<file path="src/rtl/wb_stage_pkg.sv">
// wb_stage_pkg: shared types and constants for the write-back stage
package wb_stage_pkg;
    typedef enum logic {
        IDLE     = 1'b0,
        WAIT_MEM = 1'b1
    } wb_state_t;

    localparam int WORD_LEN_DEF     = 16;
    localparam int REG_ADDR_LEN_DEF = 3;

    localparam int SEL_TGT_NPC = 0;
    localparam int SEL_TGT_ALU = 1;
    localparam int SEL_TGT_MEM = 2;
endpackage

</file>
<file path="src/rtl/wb_src_mux.sv">
// wb_src_mux: N_SRC-to-1 word select with a legal-index flag
module wb_src_mux #(
    parameter int N_SRC    = 4,
    parameter int WORD_LEN = 16,
    parameter int SEL_W    = 2
) (
    input  logic [SEL_W-1:0]          i_sel,
    input  logic [N_SRC*WORD_LEN-1:0] i_data,
    output logic [WORD_LEN-1:0]       o_data,
    output logic                      o_legal
);
    // pick the addressed source; indices at or beyond N_SRC read as zero and flag illegal
    always_comb begin
        o_data  = '0;
        o_legal = 1'b0;
        for (int k = 0; k < N_SRC; k++) begin
            if (i_sel == SEL_W'(k)) begin
                o_data  = i_data[k*WORD_LEN +: WORD_LEN];
                o_legal = 1'b1;
            end
        end
    end
endmodule

</file>
<file path="src/rtl/wb_stage.sv">
// wb_stage: register-file write-back with memory wait; WB_FWD_EN adds forwarding outputs
module wb_stage
    import wb_stage_pkg::*;
#(
    parameter int WORD_LEN     = WORD_LEN_DEF,
    parameter int REG_ADDR_LEN = REG_ADDR_LEN_DEF,
    parameter int N_SRC        = 4,
    parameter int MEM_IDX      = SEL_TGT_MEM,
    parameter int SEL_W        = (N_SRC > 2) ? $clog2(N_SRC) : 1
) (
    input  logic                      clk,
    input  logic                      rst,
    input  logic                      in_valid,
    output logic                      in_ready,
    input  logic [SEL_W-1:0]          in_sel,
    input  logic [REG_ADDR_LEN-1:0]   in_rd,
    input  logic                      in_we,
    input  logic [N_SRC*WORD_LEN-1:0] src_data,
    input  logic                      mem_valid,
    input  logic                      flush,
    output logic                      rf_we,
    output logic [REG_ADDR_LEN-1:0]   rf_waddr,
    output logic [WORD_LEN-1:0]       rf_wdata,
    output logic                      sel_err
`ifdef WB_FWD_EN
    ,
    output logic                      fwd_valid,
    output logic [REG_ADDR_LEN-1:0]   fwd_rd,
    output logic [WORD_LEN-1:0]       fwd_data
`endif
);
    localparam logic [SEL_W-1:0] MEM_SEL = SEL_W'(MEM_IDX);

    wb_state_t               r_state;
    logic [SEL_W-1:0]        r_sel;
    logic [REG_ADDR_LEN-1:0] r_rd;
    logic                    r_we;
    logic                    r_rf_we;
    logic [REG_ADDR_LEN-1:0] r_rf_waddr;
    logic [WORD_LEN-1:0]     r_rf_wdata;
    logic                    r_sel_err;

    logic                    w_wait;
    logic [SEL_W-1:0]        w_sel;
    logic [REG_ADDR_LEN-1:0] w_rd;
    logic                    w_we;
    logic [WORD_LEN-1:0]     w_data;
    logic                    w_legal;
    logic                    w_accept;
    logic                    w_is_mem;
    logic                    w_done;
    logic                    w_write;

    assign w_wait   = (r_state == WAIT_MEM);
    assign w_sel    = w_wait ? r_sel : in_sel;
    assign w_rd     = w_wait ? r_rd  : in_rd;
    assign w_we     = w_wait ? r_we  : in_we;
    assign w_accept = !w_wait && in_valid && !flush;
    assign w_is_mem = (w_sel == MEM_SEL);
    // an instruction completes when accepted without a memory dependency, or when memory arrives unflushed
    assign w_done   = w_wait ? (mem_valid && !flush) : (w_accept && (!w_is_mem || mem_valid));
    assign w_write  = w_done && w_legal && w_we && (w_rd != '0);
    assign in_ready = !w_wait;

    wb_src_mux #(
        .N_SRC   (N_SRC),
        .WORD_LEN(WORD_LEN),
        .SEL_W   (SEL_W)
    ) u_mux (
        .i_sel  (w_sel),
        .i_data (src_data),
        .o_data (w_data),
        .o_legal(w_legal)
    );

    // FSM: park in WAIT_MEM only for a legal memory select whose data is not ready yet
    always_ff @(posedge clk or posedge rst) begin
        if (rst) begin
            r_state <= IDLE;
            r_sel   <= '0;
            r_rd    <= '0;
            r_we    <= 1'b0;
        end else if (w_wait) begin
            r_state <= (flush || mem_valid) ? IDLE : WAIT_MEM;
        end else if (w_accept) begin
            r_sel   <= in_sel;
            r_rd    <= in_rd;
            r_we    <= in_we;
            r_state <= (w_legal && w_is_mem && !mem_valid) ? WAIT_MEM : IDLE;
        end
    end

    // registered write port pulses for one cycle; address and data hold between writes
    always_ff @(posedge clk or posedge rst) begin
        if (rst) begin
            r_rf_we    <= 1'b0;
            r_rf_waddr <= '0;
            r_rf_wdata <= '0;
            r_sel_err  <= 1'b0;
        end else begin
            r_rf_we   <= w_write;
            r_sel_err <= w_accept && !w_legal;
            if (w_write) begin
                r_rf_waddr <= w_rd;
                r_rf_wdata <= w_data;
            end
        end
    end

    assign rf_we    = r_rf_we;
    assign rf_waddr = r_rf_waddr;
    assign rf_wdata = r_rf_wdata;
    assign sel_err  = r_sel_err;

`ifdef WB_FWD_EN
    assign fwd_valid = w_write;
    assign fwd_rd    = w_rd;
    assign fwd_data  = w_data;
`endif
endmodule

</file>
<file path="config.mk">
export PLATFORM = sky130hd
export DESIGN_NAME = wb_stage
export DESIGN_NICKNAME = d
export VERILOG_FILES = /design/src/rtl/wb_stage_pkg.sv /design/src/rtl/wb_src_mux.sv /design/src/rtl/wb_stage.sv
export SDC_FILE = /design/constraint.sdc
export NUM_CORES = 1
export LEC_CHECK = 0
export ABC_CLOCK_PERIOD_IN_PS = 3100
export CAP_MARGIN = 10
export CORE_ASPECT_RATIO = 1.25
export CORE_MARGIN = 8
export CORE_UTILIZATION = 42
export DETAILED_ROUTE_END_ITERATION = 6
export PLACE_DENSITY = 0.88
export SLEW_MARGIN = 20
export SYNTH_ARGS = -nofsm -noshare
export SYNTH_HDL_FRONTEND = slang
export SYNTH_SLANG_ARGS = --single-unit
export TNS_END_PERCENT = 30
</file>
<file path="constraint.sdc">
create_clock -name clk -period 3.1 [get_ports clk]
set_input_delay 0.93 -clock clk [delete_from_list [all_inputs] [get_ports clk]]
set_output_delay 0.93 -clock clk [all_outputs]
set_load 0.02 [all_outputs]
</file>
# Word-level counts from Yosys, hierarchy flattened
# Cells that the tools add are included.
# totals
n_memories	0
ff_bits	28
ramBits	0
rom_bits	0
latch_bits	0
in_bits	75
# classes
n_shift	0
muxes	16
div	0
n_mul	0
n_eq_ne	3
addsub	0
n_lt_le_gt_ge	0
n_reduce_logical	20
bitwise_logic	1
# ops
cell	count
16-bit 2-to-1 mux	4
1-bit logical AND	10
1-bit 2-to-1 mux	10
1-bit zero test	5
2-bit == test (second input constant)	2
3-bit 2-to-1 mux	1
3-bit nonzero test	1
2-bit by 1-bit == test with 1-bit output (second input constant)	1
2-bit zero test	1
1-bit logical OR	2
2-bit 2-to-1 mux	1
2-bit AND reduction	1
1-bit inverter	1

# Depth between registers and ports, before layout
# Gate-level depths: netlist (run 1).
# logic_depth
ltp_word	11
mapped_depth	6

# Cells and area by module
# A second synthesis (run 1) with hierarchy kept.
# hier_totals
cells_unflattened	99
area_unflattened_um2	1681.6
# modules_own_cells
module	area_each_um2	instances	cells_per_inst
wb_stage	1246.2	1	77
wb_src_mux	435.4	1	22

# Least setup slack after synthesis (run 1)
# No wires, ideal clock.
# synth_timing
kind	input -> register
start	input port in_sel[0]
end	register r_rf_wdata[10], in the netlist rf_wdata[10]
arrival_ns	2.088
path_buffers	1
required_time_ns	2.975
stages	5
path_slack_ns	0.887
cell_sequence	mux2i_2 inv_2 o311ai_2 buf_6 mux2_4
# synth_via
elab_chain_len	9
word_cells_on_any_way	20
# synth_lines
element	line	rtl
from (decl)	wb_stage.sv:15	input logic [SEL_W-1:0] in_sel,
2-bit 2-to-1 mux *	wb_stage.sv:55	assign w_sel = w_wait ? r_sel : in_sel;
2-bit zero test / 2-bit == test (equally long branches)	wb_src_mux.sv:17, wb_stage.sv:59	
1-bit 2-to-1 mux / 1-bit zero test (equally long branches)	wb_src_mux.sv:17, wb_stage.sv:61	
1-bit 2-to-1 mux / 1-bit logical OR (equally long branches)	wb_src_mux.sv:17, wb_stage.sv:61	
1-bit 2-to-1 mux / 1-bit logical AND (equally long branches)	wb_src_mux.sv:17, wb_stage.sv:61	
1-bit 2-to-1 mux, on equally long branches	wb_src_mux.sv:17, wb_stage.sv:61	
1-bit logical AND (3 in a row)	wb_stage.sv:62	assign w_write = w_done && w_legal && w_we && (w_rd != '0);
to (signal assigned)	wb_stage.sv:105	r_rf_wdata <= w_data;
to (decl)	wb_stage.sv:40	logic [WORD_LEN-1:0] r_rf_wdata;
# Mark *: on every way between the ends. The rest lies on a longest branch, timed or not.
# A chain may end at the register's enable or synchronous reset.

# Worst setup path in the final report (run 1)
# layout_timing
start	register r_state
end	output port in_ready
# layout_via
elab_chain_len	1
# layout_lines
element	line	rtl
from (decl)	wb_stage.sv:34	wb_state_t r_state;
from (signal assigned)	wb_stage.sv:84	r_state <= (flush || mem_valid) ? IDLE : WAIT_MEM;
from (signal assigned)	wb_stage.sv:89	r_state <= (w_legal && w_is_mem && !mem_valid) ? WAIT_MEM : IDLE;
1-bit zero test	wb_stage.sv:63	assign in_ready = !w_wait;
to (decl)	wb_stage.sv:14	output logic in_ready,
# No other way between the ends.

==> metrics.csv, run 1 <==
metric,value,unit
cts_buffer_depth,2,
fin_setup_tns,0,ps
antenna_cells,0,
fill_cells,312,
slew_headroom,65.1,%
min_path_type,reg -> reg,
finalCritPeriodShare,80.8,%
setup_viol,0,
drt_iter0_markers,38,
worstSetupPathType,reg -> out,
die_area,0.00651,mm^2
num_vias,1405,
net-switching-power,0.000398,W
wl_per_cell,18.7,um
crit_path_start_kind,flip-flop,
maxCapViolCount,0,
clock-sinks,28,
p_leak,1.31,nW
clock_latency,270,ps
rsz0062_at_grt,no,
power_switching_share,30.5,%
root_buffer,clkbuf_8,
max-vdd-ir-drop,275,uV
pwr-share-seq,38.8,%
crit_fanout,12,
synthAdderAreaFrac,0,%
grt_max_degree,29,
worstPathRequired,2170,ps
finalMaxSlewViolations,0,
gp_congestion,0.761,
ys_ff_latch,28,
pre_cts_slack,373,ps
cts_resized,0,
ctsHoldBuffers,0,
status,"finished, final reports clean",
synth_edf_count,0,
coreArea,0.00407,mm^2
synth_area,0.00175,mm^2
pwr-share-comb,46.1,%
vias_per_cell,4.98,
dp_hpwl,4240,um
totalWireLength,5280,um
synthArstFlopShare,100,%
die_y,88.2,um
grt_pass1_vias,1541,
synth-xor-area-share,0,%
numPortBuffers,96,
synth_cell_type_count,20,
hold_viol,0,
layout_min_cycle_time,2510,ps
synth-warning-count,0,
layout_common_cells,"clkdlybuf4s50_1 (96), mux2i_1 (48), dfrtp_1 (28)",
tritoncts,yes,
cts_buffers,3,
ys.flop_type,dfrtp_1,
synth_top_family_by_area,multiplexers,
worstSetupEndpointType,output port,
synthSimpleGateAreaFrac,2.64,%
grt_pass1_wl,8260,um
finalNetCount,303,
max_clock_freq,0.399,GHz
antenna_found_initial,0,
p_clk_share,15.0,%
drive_above_1_share,18.6,%
syn2layout_area_growth,61.6,%
rows,26,
cellPowerDensity,460,mW/mm^2
path_clk_slew,90,ps
synth_compound_area_share,1.57,%
cts_max_level,1,
muxShareOfSynthArea,51.0,%
grt-ovfl-total,0,
drt_first_pass_iters,4,
seq_area_frac_synth,40.0,%
grtUsageTotal,16.4,%
synthCells,129,
syn_area_per_cell,13.6,um^2
die_x,73.8,um
p_int,0.000906,W
drtAntennaViolNets,0,
ios,97,
postCtsSetupBuffers,0,
layout_commonest_cell,clkdlybuf4s50_1,
initial_utilization,43.1,%
setup_ws,594,ps
syn_nets,204,
skew,5.77,ps
tightest_slew,524,ps
cp.arrival,1580,ps
drc,0,
==> sequential cells by signal, indices dropped and copies added (netlist names) <==
register,cells
r_state,1
rf_wdata,16
rf_waddr,3
sel_err,1
r_we,1
r_rd,3
rf_we,1
r_sel,2
==> power groups by stage <==
stage,Combinational [W],Clock (W),Sequential [W]
6_report,0.000601,0.000196,0.000507
5_1_grt,0.000633,0.000215,0.000518
4_1_cts,0.000610,0.000203,0.000508
3_5_place_dp,0.000607,0,0.000514
3_3_place_gp,0.000598,0,0.000511
2_1_floorplan,0.000214,0,0.000601
==> cell type report <==
cell class / count / area (um^2) / area share (%)
clock buffers: 3 / 41.3 / 1.46
repair buffers: 101 / 1010 / 35.7
multi-input cells: 89 / 991 / 35.0
well taps: 56 / 70.1 / 2.47
inverters: 5 / 18.8 / 0.663
flip-flops and latches: 28 / 701 / 24.7
==> cell usage after synthesis, types with 2 or more instances <==
master / number / area share, %
mux2_2: 9 / 5.8
buf_4: 3 / 1.3
mux2_4: 19 / 16
inv_2: 2 / 0.43
inv_1: 3 / 0.64
buf_6: 3 / 1.9
mux2i_2: 2 / 1.6
dfrtp_1: 28 / 40
nor3_1: 2 / 0.57
mux2i_1: 48 / 27
==> worst paths after layout <==
path                            slack (ps)               startpoint  depth (start not counted)                        to
worst max-delay path                   590        r_state$_DFF_PP0_                          2                  in_ready
worst min-delay path                   520  rf_wdata[7]$_DFFE_PP0P_                          1   rf_wdata[7]$_DFFE_PP0P_
worst max register to register         950        r_state$_DFF_PP0_                          5   rf_wdata[2]$_DFFE_PP0P_
worst min register to register         520  rf_wdata[7]$_DFFE_PP0P_                          1   rf_wdata[7]$_DFFE_PP0P_
max in group asynchronous             1790                      rst                          3   rf_waddr[2]$_DFFE_PP0P_
min in group asynchronous             1030                      rst                          3  rf_wdata[13]$_DFFE_PP0P_
==> layer usage <==
| metal | GRT usage [%] | part of all wire, % | vias up |
|---|---|---|---|
| met4 | 3.83 | 0.44 | 0 |
| met1 | 20.2 | 43 | 680 |
| li1 | - | - | 665 |
| met3 | 3.97 | 7.5 | 2 |
| met2 | 27.9 | 49 | 58 |
| met5 | 0 | 0 | - |
==> worst max-delay path: stages (launching register included) <==
cell             delay (ps)
dfrtp_1                 680
inv_1                    80
clkdlybuf4s50_1         550
==> cell families (layout without fill, tap and decap cells) <==
kind of cell / count (synthesis) / after routing
DFF: 28 / 28
muxes: 78 / 78
and+or+nand+nor: 7 / 7
AOI/OAI and AO/OA: 3 / 3
other: 1 / 1
buffers and inverters: 12 / 109
==> through the flow <==
stage | util (%) | hold WS (ps) | total power [W] | std cells | instance area (um^2)
floorplan | - | 480 | 0.000815 | 129 | 1750
global placement | 68.6 | 489 | 0.00111 | 279 | 2790
detailed placement | 68.6 | 492 | 0.00112 | 279 | 2790
CTS | 69.7 | 519 | 0.00132 | 282 | 2830
global route | 69.7 | 524 | 0.00137 | 282 | 2830
finish | 69.7 | 516 | 0.00130 | 282 | 2830
Note: power is estimated with default switching activity, not from simulation.
==> inputs of run 2 (changes only) <==
--- a/config.mk
+++ b/config.mk
@@ -5,13 +5,13 @@
 export SDC_FILE = /design/constraint.sdc
 export NUM_CORES = 1
 export LEC_CHECK = 0
-export ABC_CLOCK_PERIOD_IN_PS = 3100
+export ABC_CLOCK_PERIOD_IN_PS = 2040
 export CAP_MARGIN = 10
 export CORE_ASPECT_RATIO = 1.25
 export CORE_MARGIN = 8
-export CORE_UTILIZATION = 42
+export CORE_UTILIZATION = 35
 export DETAILED_ROUTE_END_ITERATION = 6
-export PLACE_DENSITY = 0.88
+export PLACE_DENSITY = 0.79
 export SLEW_MARGIN = 20
 export SYNTH_ARGS = -nofsm -noshare
 export SYNTH_HDL_FRONTEND = slang
==> constraint.sdc (replaced) <==
create_clock -name clk -period 2.04 [get_ports clk]
set_input_delay 0.612 -clock clk [delete_from_list [all_inputs] [get_ports clk]]
set_output_delay 0.612 -clock clk [all_outputs]
set_load 0.02 [all_outputs]
==> metrics.csv, run 2 (synthesized netlist as in run 1, its figures left out) <==
metric,value,unit,change
critPathTopFamily,buffers and inverters,,was flip-flops
coreArea,0.00497,mm^2,was 0.00407 mm^2
max_clock_freq,0.501,GHz,
layout_common_cells,"clkdlybuf4s50_1 (90), mux2i_1 (48), dfrtp_1 (27)",,"was clkdlybuf4s50_1 (96), mux2i_1 (48), dfrtp_1 (28)"
cts_buffers,3,,unchanged
finalMaxSlewViolations,0,,unchanged
grt.busiest_layer,met2,,unchanged
drt_first_pass_iters,2,,was 4
pwr-share-seq,38.5,%,was 38.8%
grt_pass1_wl,7680,um,was 8260 um
hp-start,rf_wdata[1]$_DFFE_PP0P_,,was rf_wdata[7]$_DFFE_PP0P_
die_y,95.1,um,was 88.2 um
pwr-share-comb,46.8,%,was 46.1%
worstRegToRegCells,6,,was 5
clock_latency,270,ps,about the same
worstSetupEndpointType,flip-flop,,was output port
p_clk_share,14.7,%,was 15.0%
p_leak,1.46,nW,was 1.31 nW
multi_input_area,0.00101,mm^2,was 991 um^2
root_buffer,clkbuf_8,,unchanged
fin_setup_tns,0,ps,unchanged
largest_reg_flops,16,,unchanged
layout_min_cycle_time,2000,ps,
numPortBuffers,96,,unchanged
grtUsageMet3,3.40,%,was 3.97%
grt_use_met1,15.4,%,was 20.2%
seq_area,702,um^2,was 701 um^2
ios,97,,unchanged
r2r_end,rf_wdata[7]$_DFFE_PP0P_,,was rf_wdata[2]$_DFFE_PP0P_
syn2layout_area_growth,74.5,%,was 61.6%
initial_utilization,35.3,%,was 43.1%
net-switching-power,0.000604,W,was 0.000398 W
gr-usage-met2,21.3,%,was 27.9%
gp_congestion,0.704,,was 0.761
crit_buf_inv,4,,was 2
worstSetupPathType,in -> reg,,was reg -> out
cp.depth,8,,was 2
layout_commonest_cell,clkdlybuf4s50_1,,unchanged
rows,29,,was 26
pre_cts_slack,-278,ps,was 373 ps
crit_path_top_delay_cell,clkdlybuf4s50_1,,was dfrtp_1
min_path_type,reg -> reg,,unchanged
die_area,0.00754,mm^2,was 0.00651 mm^2
hold_viol,0,,unchanged
path_clk_slew,90,ps,about the same
maxCapViolCount,0,,unchanged
finalNetCount,320,,was 303
drive_above_1_share,25.1,%,was 18.6%
cpPeakStageDelay,470,ps,was 680 ps
setup_viol,0,,unchanged
p_int,0.00141,W,was 0.000906 W
startpoint,in_valid,,was r_state$_DFF_PP0_
drtAntennaViolNets,0,,unchanged
grt_max_degree,33,,was 29
regToRegSetupSlack,150,ps,was 950 ps
grtUsageTotal,12.6,%,was 16.4%
die_x,79.3,um,was 73.8 um
status,"finished, final reports clean",,unchanged
skew,4.14,ps,was 5.77 ps
dp_hpwl,3880,um,was 4240 um
wl_per_cell,16.2,um,was 18.7 um
setup_ws,43.1,ps,was 594 ps
num_vias,1433,,was 1405
crit_fanout,4,,was 12
cts_buffer_depth,2,,unchanged
max-vdd-ir-drop,299,uV,was 275 uV
crit_end,rf_wdata[7]$_DFFE_PP0P_,,was in_ready
drt_iter0_markers,31,,was 38
finalCritPeriodShare,97.9,%,
vias_per_cell,4.70,,was 4.98
grt_pass1_vias,1507,,was 1541
antenna_found_initial,0,,unchanged
totalWireLength,4950,um,was 5280 um
antenna_cells,0,,unchanged
drc,0,,unchanged
ctsHoldBuffers,0,,unchanged
tritoncts,yes,,unchanged
cp.arrival,2150,ps,was 1580 ps
cellPowerDensity,657,mW/mm^2,was 460 mW/mm^2
clock-sinks,28,,unchanged
cts_max_level,1,,unchanged
grt-ovfl-total,0,,unchanged
power_switching_share,30.1,%,was 30.5%
worstPathRequired,2200,ps,was 2170 ps
cp_cell_sequence,clkdlybuf4s50_1 -> nand2_1 -> o21ai_0 -> buf_4 -> o311ai_4 -> buf_6 -> clkbuf_16 -> mux2_4,,was inv_1 -> clkdlybuf4s50_1
rr_startpoint,r_state$_DFF_PP0_,,unchanged
fill_cells,423,,was 312
crit_path_start_kind,input pin,,was flip-flop
==> run 2: changes by cell type in the layout (fill, tap and decap cells not counted), sizes merged <==
cell / delta
clkbuf: +2
buf: +15
dlymetal6s2s: +5
clkdlybuf4s50: -6
dlygate4sd2: +1
==> run 2: repair_timing <==
action / 4_1_cts / 5_1_grt
cloned: 0 / 2
hold endpoints to repair: 0 / 0
setup endpoints to repair: 1 / 19
resized for setup: 2 / 7
pin swaps: 0 / 3
buffers inserted: 0 / 2
==> run 2: worst min path at each step <==
stage / to / slack, ps / cells after the start
after floorplan: r_we$_DFFE_PP0P_ / 480 / 1
after global placement: r_we$_DFFE_PP0P_ / 490 / 1
after detailed placement: rf_wdata[10]$_DFFE_PP0P_ / 490 / 1
after CTS: rf_waddr[1]$_DFFE_PP0P_ / 520 / 1
after global routing: rf_wdata[15]$_DFFE_PP0P_ / 530 / 1
final: rf_wdata[1]$_DFFE_PP0P_ / 520 / 1
==> run 2: through the flow <==
| stage | power, W | hold slack, ps | cell area, um^2 | instances | util (%) |
|---|---|---|---|---|---|
| finish | 0.00201 | 519 | 3060 | 305 | 61.5 |
| global placement | 0.00171 | 493 | 2930 | 298 | 58.9 |
| floorplan | 0.00124 | 480 | 1750 | 129 | - |
| global route | 0.00212 | 532 | 3060 | 305 | 61.5 |
| detailed placement | 0.00173 | 495 | 2930 | 298 | 58.9 |
| CTS | 0.00203 | 523 | 2970 | 301 | 59.8 |
==> run 2: metal layers <==
layer | vias up | wire (um)
li1 | 701 | -
met1 | 681 | 2000
met2 | 49 | 2640
met3 | 2 | 290
met4 | 0 | 24
met5 | - | 0
==> run 2: power by group through the flow <==
| stage | combinational, W | sequential [W] | clock [W] |
|---|---|---|---|
| after floorplan | 0.000325 | 0.000914 | 0 |
| after global placement | 0.000927 | 0.000785 | 0 |
| after detailed placement | 0.000942 | 0.000785 | 0 |
| after CTS | 0.000944 | 0.000776 | 0.000309 |
| after global routing | 0.000997 | 0.000792 | 0.000329 |
| final | 0.000941 | 0.000774 | 0.000295 |
==> run 2: area by class of cell <==
class / count / area share [%]
clock buffers: 3 / 1.35
inverters: 5 / 0.613
multi-input cells: 89 / 32.9
flip-flops and latches: 28 / 22.9
well taps: 62 / 2.54
repair buffers: 118 / 39.7
